$ cat config.mk
export PLATFORM = sky130hd
export DESIGN_NAME = stopwatch_ctrl_flat
export DESIGN_NICKNAME = d
export VERILOG_FILES = /design/src/rtl/stopwatch_ctrl_if.sv /design/src/rtl/stopwatch_ctrl.sv /design/src/flat_wrapper.sv
export SDC_FILE = /design/constraint.sdc
export NUM_CORES = 1
export LEC_CHECK = 0
export ABC_AREA = 1
export CORE_MARGIN = 4
export CORE_UTILIZATION = 58
export CTS_CLUSTER_DIAMETER = 150
export DETAILED_ROUTE_END_ITERATION = 12
export PLACE_DENSITY = 0.76
export SLEW_MARGIN = 20
export SYNTH_ARGS = -nofsm -noshare
export SYNTH_HDL_FRONTEND = slang
export SYNTH_SLANG_ARGS = --single-unit
export TNS_END_PERCENT = 20
$ cat constraint.sdc
create_clock -name CLOCK_50 -period 1.7 [get_ports CLOCK_50]
set_input_delay 0.51 -clock CLOCK_50 [delete_from_list [all_inputs] [get_ports CLOCK_50]]
set_output_delay 0.51 -clock CLOCK_50 [all_outputs]
set_load 0.1 [all_outputs]
$ cat src/rtl/stopwatch_ctrl_if.sv
// stopwatch_ctrl_if: control pulses in, BCD digits and status strobes out
//   start_stop, clear, lap : single-cycle command pulses (master -> slave)
//   ones, tens             : BCD digits shown on the display
//   running, tick, wrap    : registered status and one-cycle count strobes
interface stopwatch_ctrl_if;
  logic       start_stop;
  logic       clear;
  logic       lap;
  logic [3:0] ones;
  logic [3:0] tens;
  logic       running;
  logic       tick;
  logic       wrap;
  modport master (output start_stop, clear, lap, input ones, tens, running, tick, wrap);
  modport slave (input start_stop, clear, lap, output ones, tens, running, tick, wrap);
endinterface

$ cat src/rtl/stopwatch_ctrl.sv
// stopwatch_ctrl: run/pause/clear sequencer for a prescaled two-digit BCD seconds counter
//   CLOCK_50 : system clock, rising edge
//   reset    : asynchronous active-high reset
//   sw       : stopwatch_ctrl_if.slave (commands in, digits/running/tick/wrap out)
//   STOPWATCH_LAP_EN : when defined, lap freezes the displayed digits while counting continues
module stopwatch_ctrl #(
  parameter int TICK_DIV = 50000000,
  parameter int MAX_TENS = 5
) (
  input logic CLOCK_50,
  input logic reset,
  stopwatch_ctrl_if.slave sw
);
  localparam int PW = $clog2(TICK_DIV);
  typedef enum logic [1:0] {IDLE, RUN, PAUSE} state_t;
  state_t state;
  logic [PW-1:0] pre;
  logic [3:0] ones_q, tens_q;
  logic running_q, tick_q, wrap_q;
  logic last, step, term;
  assign last = pre == PW'(TICK_DIV - 1);
  assign step = state == RUN && last;
  assign term = ones_q == 4'd9 && tens_q == 4'(MAX_TENS);
  always_ff @(posedge CLOCK_50 or posedge reset)
    if (reset) begin
      state <= IDLE;
      pre <= '0;
      ones_q <= '0;
      tens_q <= '0;
      running_q <= 1'b0;
      tick_q <= 1'b0;
      wrap_q <= 1'b0;
    end else if (sw.clear) begin
      state <= IDLE;
      pre <= '0;
      ones_q <= '0;
      tens_q <= '0;
      running_q <= 1'b0;
      tick_q <= 1'b0;
      wrap_q <= 1'b0;
    end else begin
      // step uses the current state, so a pause arriving on a step edge still counts
      if (sw.start_stop) state <= state == RUN ? PAUSE : RUN;
      running_q <= sw.start_stop ? state != RUN : state == RUN;
      if (state == RUN) pre <= last ? '0 : pre + PW'(1);
      if (step) begin
        ones_q <= ones_q == 4'd9 ? 4'd0 : ones_q + 4'd1;
        tens_q <= ones_q != 4'd9 ? tens_q : term ? 4'd0 : tens_q + 4'd1;
      end
      tick_q <= step;
      wrap_q <= step && term;
    end
`ifdef STOPWATCH_LAP_EN
  logic frozen;
  logic [3:0] lap_ones, lap_tens;
  always_ff @(posedge CLOCK_50 or posedge reset)
    if (reset) begin
      frozen <= 1'b0;
      lap_ones <= '0;
      lap_tens <= '0;
    end else if (sw.clear) begin
      frozen <= 1'b0;
    end else if (sw.lap && (running_q || frozen)) begin
      // outside RUN a lap can only release an existing freeze
      frozen <= !frozen;
      lap_ones <= ones_q;
      lap_tens <= tens_q;
    end
  assign sw.ones = frozen ? lap_ones : ones_q;
  assign sw.tens = frozen ? lap_tens : tens_q;
`else
  assign sw.ones = ones_q;
  assign sw.tens = tens_q;
`endif
  assign sw.running = running_q;
  assign sw.tick = tick_q;
  assign sw.wrap = wrap_q;
endmodule

$ cat src/flat_wrapper.sv
// flat-port wrapper written by rule: the top's interface ports become plain ports
module stopwatch_ctrl_flat 
#(
  parameter int TICK_DIV = 50000000,
  parameter int MAX_TENS = 5
)
  (CLOCK_50, reset, sw_start_stop, sw_clear, sw_lap, sw_ones, sw_tens, sw_running, sw_tick, sw_wrap);
  stopwatch_ctrl_if sw_i ();
  input logic CLOCK_50;
  input logic reset;
  input wire logic [$bits(sw_i.start_stop)-1:0] sw_start_stop;
  input wire logic [$bits(sw_i.clear)-1:0] sw_clear;
  input wire logic [$bits(sw_i.lap)-1:0] sw_lap;
  output wire logic [$bits(sw_i.ones)-1:0] sw_ones;
  output wire logic [$bits(sw_i.tens)-1:0] sw_tens;
  output wire logic [$bits(sw_i.running)-1:0] sw_running;
  output wire logic [$bits(sw_i.tick)-1:0] sw_tick;
  output wire logic [$bits(sw_i.wrap)-1:0] sw_wrap;
  assign sw_i.start_stop = sw_start_stop;
  assign sw_i.clear = sw_clear;
  assign sw_i.lap = sw_lap;
  assign sw_ones = sw_i.ones;
  assign sw_tens = sw_i.tens;
  assign sw_running = sw_i.running;
  assign sw_tick = sw_i.tick;
  assign sw_wrap = sw_i.wrap;
  stopwatch_ctrl #(.TICK_DIV(TICK_DIV), .MAX_TENS(MAX_TENS)) u_core (.CLOCK_50(CLOCK_50), .reset(reset), .sw(sw_i));
endmodule
# After elaboration in Yosys (flattened, before gate mapping)

Cells that the tools add are included.

Register bits after elaboration: 39
Latch bits: 0
Bits in writable memories: 0
Bits in read-only memories: 0
Input port bits: 5
Output and inout port bits: 11
Logic and storage cells: 41
Memories: 0

$add $sub $neg: 3
Multipliers: 0
Divide/modulo/power cells: 0
Order comparisons: 0
Eq/ne operators: 7
Shift operators: 0
Mux-type cells: 17
Bitwise operators: 0
Reduce and logical (&&, ||, !) cells: 7

Operator list:

| kind                                                                   | count |
|---|---|
| 26-bit two-way mux                                                     | 3 |
| 4-bit two-way mux                                                      | 7 |
| 26-bit by 1-bit adder with 26-bit output (second input constant)       | 1 |
| 26-bit equality test (second input constant)                           | 1 |
| 4-bit by 1-bit adder with 4-bit output (second input constant)         | 2 |
| 2-bit two-way mux                                                      | 3 |
| 2-bit nonzero test                                                     | 3 |
| 4-bit by 3-bit equality test with 1-bit output (second input constant) | 1 |
| 4-bit equality test (second input constant)                            | 1 |
| 1-bit two-way mux                                                      | 4 |
| 4-bit != test (second input constant)                                  | 1 |
| 1-bit logical AND                                                      | 3 |
| 2-bit by 1-bit equality test with 1-bit output (second input constant) | 1 |
| 2-bit by 1-bit != test with 1-bit output (second input constant)       | 1 |
| 2-bit != test (second input constant)                                  | 1 |
| 2-bit AND reduction                                                    | 1 |

# Depth between registers and ports, before layout

Word-level depth: 6
Mapped depth: 11
Gate-level depth less buffers: 11

# Least setup slack after synthesis

No wires, ideal clock.

Path kind: register -> register
From: register u_core.ones_q[0] (netlist: u_core.sw.ones[0])
To: register u_core.ones_q[0] (netlist: u_core.sw.ones[0])
Data arrival time: 1841 ps
Required time: 1577 ps
Setup slack: -263 ps
Cell stages (with the launch flop): 9
Buffers on the path: 0
Period minus slack after synthesis: 1963 ps
Cell sequence: dfrtp_1 ha_1 nand3b_1 inv_1 nor2_1 inv_1 nor2_1 nand2_1 nand2_1

Longest elaborated chain between the ends: 4
Elaborated cells between the ends (all ways): 5
Classes of those cells: add/sub: 1; eq/ne: 1; mux: 3

RTL lines:

| element                                                                              | line                 | RTL |
|---|---|---|
| start: declaration                                                                   | stopwatch_ctrl.sv:18 | `logic [3:0] ones_q, tens_q;` |
| start signal: assignment                                                             | stopwatch_ctrl.sv:47 | `ones_q <= ones_q == 4'd9 ? 4'd0 : ones_q + 4'd1;` |
| 4-bit by 1-bit adder with 4-bit output / 4-bit equality test (equally long branches) | stopwatch_ctrl.sv:47 |  |
| 4-bit two-way mux (*)                                                                | stopwatch_ctrl.sv:47 |  |
| 4-bit two-way mux (*)                                                                | stopwatch_ctrl.sv:46 | `if (step) begin` |
| 4-bit two-way mux (*)                                                                | stopwatch_ctrl.sv:33 | `end else if (sw.clear) begin` |

Mark *: on every way between the ends. The rest lies on a longest branch, timed or not. The select of a mux whose other input is x is not followed.
A chain may end at the register's enable or synchronous reset.

# Final worst setup path

From: register u_core.pre[0]
To: register u_core.tens_q[3] (netlist: u_core.sw.tens[3])

Longest elaborated chain between the ends: 4

RTL lines:

| element                              | line                 | RTL |
|---|---|---|
| start: declaration                   | stopwatch_ctrl.sv:17 | `logic [PW-1:0] pre;` |
| start signal: assignment             | stopwatch_ctrl.sv:45 | `if (state == RUN) pre <= last ? '0 : pre + PW'(1);` |
| 26-bit equality test                 | stopwatch_ctrl.sv:21 | `assign last = pre == PW'(TICK_DIV - 1);` |
| 1-bit logical AND                    | stopwatch_ctrl.sv:22 | `assign step = state == RUN && last;` |
| 2-bit nonzero test (no source line)  | -                    |  |
| 2-bit AND reduction (no source line) | -                    |  |
| end signal: assignment               | stopwatch_ctrl.sv:48 | `tens_q <= ones_q != 4'd9 ? tens_q : term ? 4'd0 : tens_q + 4'd1;` |
| end: declaration                     | stopwatch_ctrl.sv:18 |  |

Every way passes these cells.

==> out/metrics.csv <==
metric;value;unit
hold crit path type;flip-flop to flip-flop;
CP endpoint kind;flip-flop;
1st-pass router iterations;4;
CTS H-tree depth;2;
Setup TNS;0;ns
Power Density;744;nW/um2
routability congestion estimate from global placement;0.926;
Post-Syn Instances;329;
largest net degree at the start of global routing;40;
highest-count cells in the layout ignoring fill and taps;nand2_1, nor2_1, inv_1;
antenna violations before repair;0;
Max clock buf depth;2;
Mean Syn Cell Area;7.15;um2
Core Area;3800;um2
DP Cell Count;401;
CP max FO;5;
Flop pwr share;45.9;%
clock share of power;31.2;%
TritonCTS buffer count;5;
Nets;374;
CTS tree;done;
ANT cells;0;
Final Setup Violations;0;
overflow left after global routing;0;
drt wl/cell;13.4;um
Worst Clk Skew;0.00273;ns
leakage;1.36;nW
RSZ-0062 raised after global routing;yes;
Peak VDD IR;0.571;mV
clock slew at reported path FFs;0.07;ns
Port Buffers;14;
Slew Viols, Final;0;
fmax;615;MHz
Least-Margin Pin Slew;0.372;ns
DRT iter0 DRCs;128;
status;completed;
internal power;1.52;mW
Max Cap Viol;0;
combinational power share;22.9;%
worst skew pair latency;0.29;ns
drt total wl;5540;um
non-filler cells, final;413;
Detailed Place HPWL;3910;um
clock root buffer;clkbuf_8;
count of final hold-check violations;0;
post-synthesis cell area;2350;um2
Slew HR;75.1;%
Tmin final;1.63;ns
Total Routing Usage GR;22.6;%
global-route wire length before repair;9340;um
layout cells sized above 1;17.8;%
die height;71.7;um
post-DR vias/cell;5.34;
Residual DRC;0;
overall die area;5140;um2
Cell variety after synth;24;
starting density of the core;61.9;%
via count;2204;
synth warn;0;
Crit Path Class;flip-flop to flip-flop;
flops & latches, synth;39;
most common cell after layout, fill and taps aside;nand2_1;
I/O pins;16;
switching share of power;31.5;%
Final ANT Viol Nets;0;
Net Count, Synth;339;
CTS Sinks;39;
Startpoint Class;flip-flop;
Final period util;95.7;%
row cnt;22;
Die X-Extent;71.7;um
post-synthesis sequential area ratio;41.5;%
Arrival @ worst endpoint;1.81;ns
switching pwr;700;uW
vias in the first global route;2132;
Layout area overhead;26.9;%
CP required;1.89;ns
==> through the flow <==
step | hold WS [ns] | util, % | setup slack, ns | cell area [um2] | power, mW
after floorplan | 0.454 | - | 0.00504 | 2360 | 1.32
after global placement | 0.477 | 73.7 | -0.100 | 2800 | 1.53
after detailed placement | 0.484 | 73.7 | -0.123 | 2800 | 1.54
after CTS | 0.502 | 76.3 | 0.0209 | 2900 | 2.22
after global routing | 0.526 | 78.6 | -0.0483 | 2980 | 2.31
final | 0.503 | 78.6 | 0.0728 | 2980 | 2.22
==> worst max-delay path, cell delays in order, from the launching register on <==
cell and delay, ns:
dfrtp_1 0.40, ha_2 0.21, nand2_2 0.08, nor2_2 0.11, nand2_2 0.10, nor2_4 0.17, nand3_4 0.12, nand2_4 0.14
nand2_4 0.08, nand2_1 0.08, nand2_1 0.05
==> cell type report <==
type | count | area [um2]
Clock buffer | 8 | 100
Fill cell | 272 | 815
Inverter | 38 | 145
Multi-Input combinational cell | 250 | 1270
Sequential cell | 39 | 983
Tap cell | 48 | 60.1
Timing Repair Buffer | 30 | 420
==> cell families after synthesis <==
kind of cell | after synthesis | synth area share, %
adder cells (fa/ha/maj) | 5 | 2.66
AND/OR/NAND/NOR | 201 | 36.4
AO/OA/AOI/OAI | 26 | 6.22
buffers and inverters | 41 | 6.86
XOR/XNOR | 17 | 6.33
flip-flops | 39 | 41.5
==> cell usage after synthesis, drive strengths merged <==
cell type  number  area share (%)
nand2         115              20
nor2           54             9.4
dfrtp          39              41
inv            38             6.1
nand3          25             5.5
o21ai          12             2.6
xor2           12             4.5
o22ai          11             2.9
ha              5             2.7
xnor2           5             1.9
nor3            3            0.64
a21oi           2            0.43
clkbuf          2            0.32
nand4           2            0.53
buf             1            0.48
nand3b          1            0.32
nor3b           1            0.32
o21bai          1            0.32
==> sequential cells by signal (all words and copies together) (netlist names) <==
name,flops
u_core.sw.tick,1
u_core.sw.ones,4
u_core.state,2
u_core.sw.running,1
u_core.sw.tens,4
u_core.sw.wrap,1
u_core.pre,26
==> per-layer routing <==
| layer | wire length [um] | GRT usage, % | part of all wire (%) | vias up |
|---|---|---|---|---|
| met4 | 123 | 9.60 | 2.2 | 0 |
| met3 | 296 | 4.49 | 5.3 | 12 |
| li1 | - | - | - | 1100 |
| met5 | 0 | 0 | 0 | - |
| met2 | 2620 | 36.0 | 47 | 60 |
| met1 | 2500 | 29.9 | 45 | 1032 |
==> worst paths after layout <==
path                                                  start                             to  slack, ns  cells after the start
worst min-delay path            u_core.state[1]$_DFFE_PP0P_    u_core.state[1]$_DFFE_PP0P_       0.50                      2
worst max-delay path              u_core.pre[0]$_DFFE_PP0N_  u_core.sw.tens[3]$_DFFE_PP0P_       0.07                     10
worst min register to register  u_core.state[1]$_DFFE_PP0P_    u_core.state[1]$_DFFE_PP0P_       0.50                      2
max in group asynchronous                             reset  u_core.sw.tens[2]$_DFFE_PP0P_       0.92                      3
worst max register to register    u_core.pre[0]$_DFFE_PP0N_  u_core.sw.tens[3]$_DFFE_PP0P_       0.07                     10
min in group asynchronous                             reset  u_core.sw.ones[0]$_DFFE_PP0P_       0.58                      3
==> power by group through the flow <==
stage               sequential (mW)  clock [mW]  combinational (mW)
floorplan                      1.19           0               0.132
global placement               1.03           0               0.493
detailed placement             1.04           0               0.501
CTS                            1.02       0.701               0.502
global route                   1.03       0.740               0.541
finish                         1.02       0.693               0.508
==> timing repair <==
action | 4_1_cts | 5_1_grt
hold buffers | 0 | 0
setup endpoints to repair | 0 | 33
gates resized for setup | 0 | 14
buffers inserted | 0 | 3
endpoints found under the hold margin | 0 | 0
Note: power is estimated with default switching activity, not from simulation.
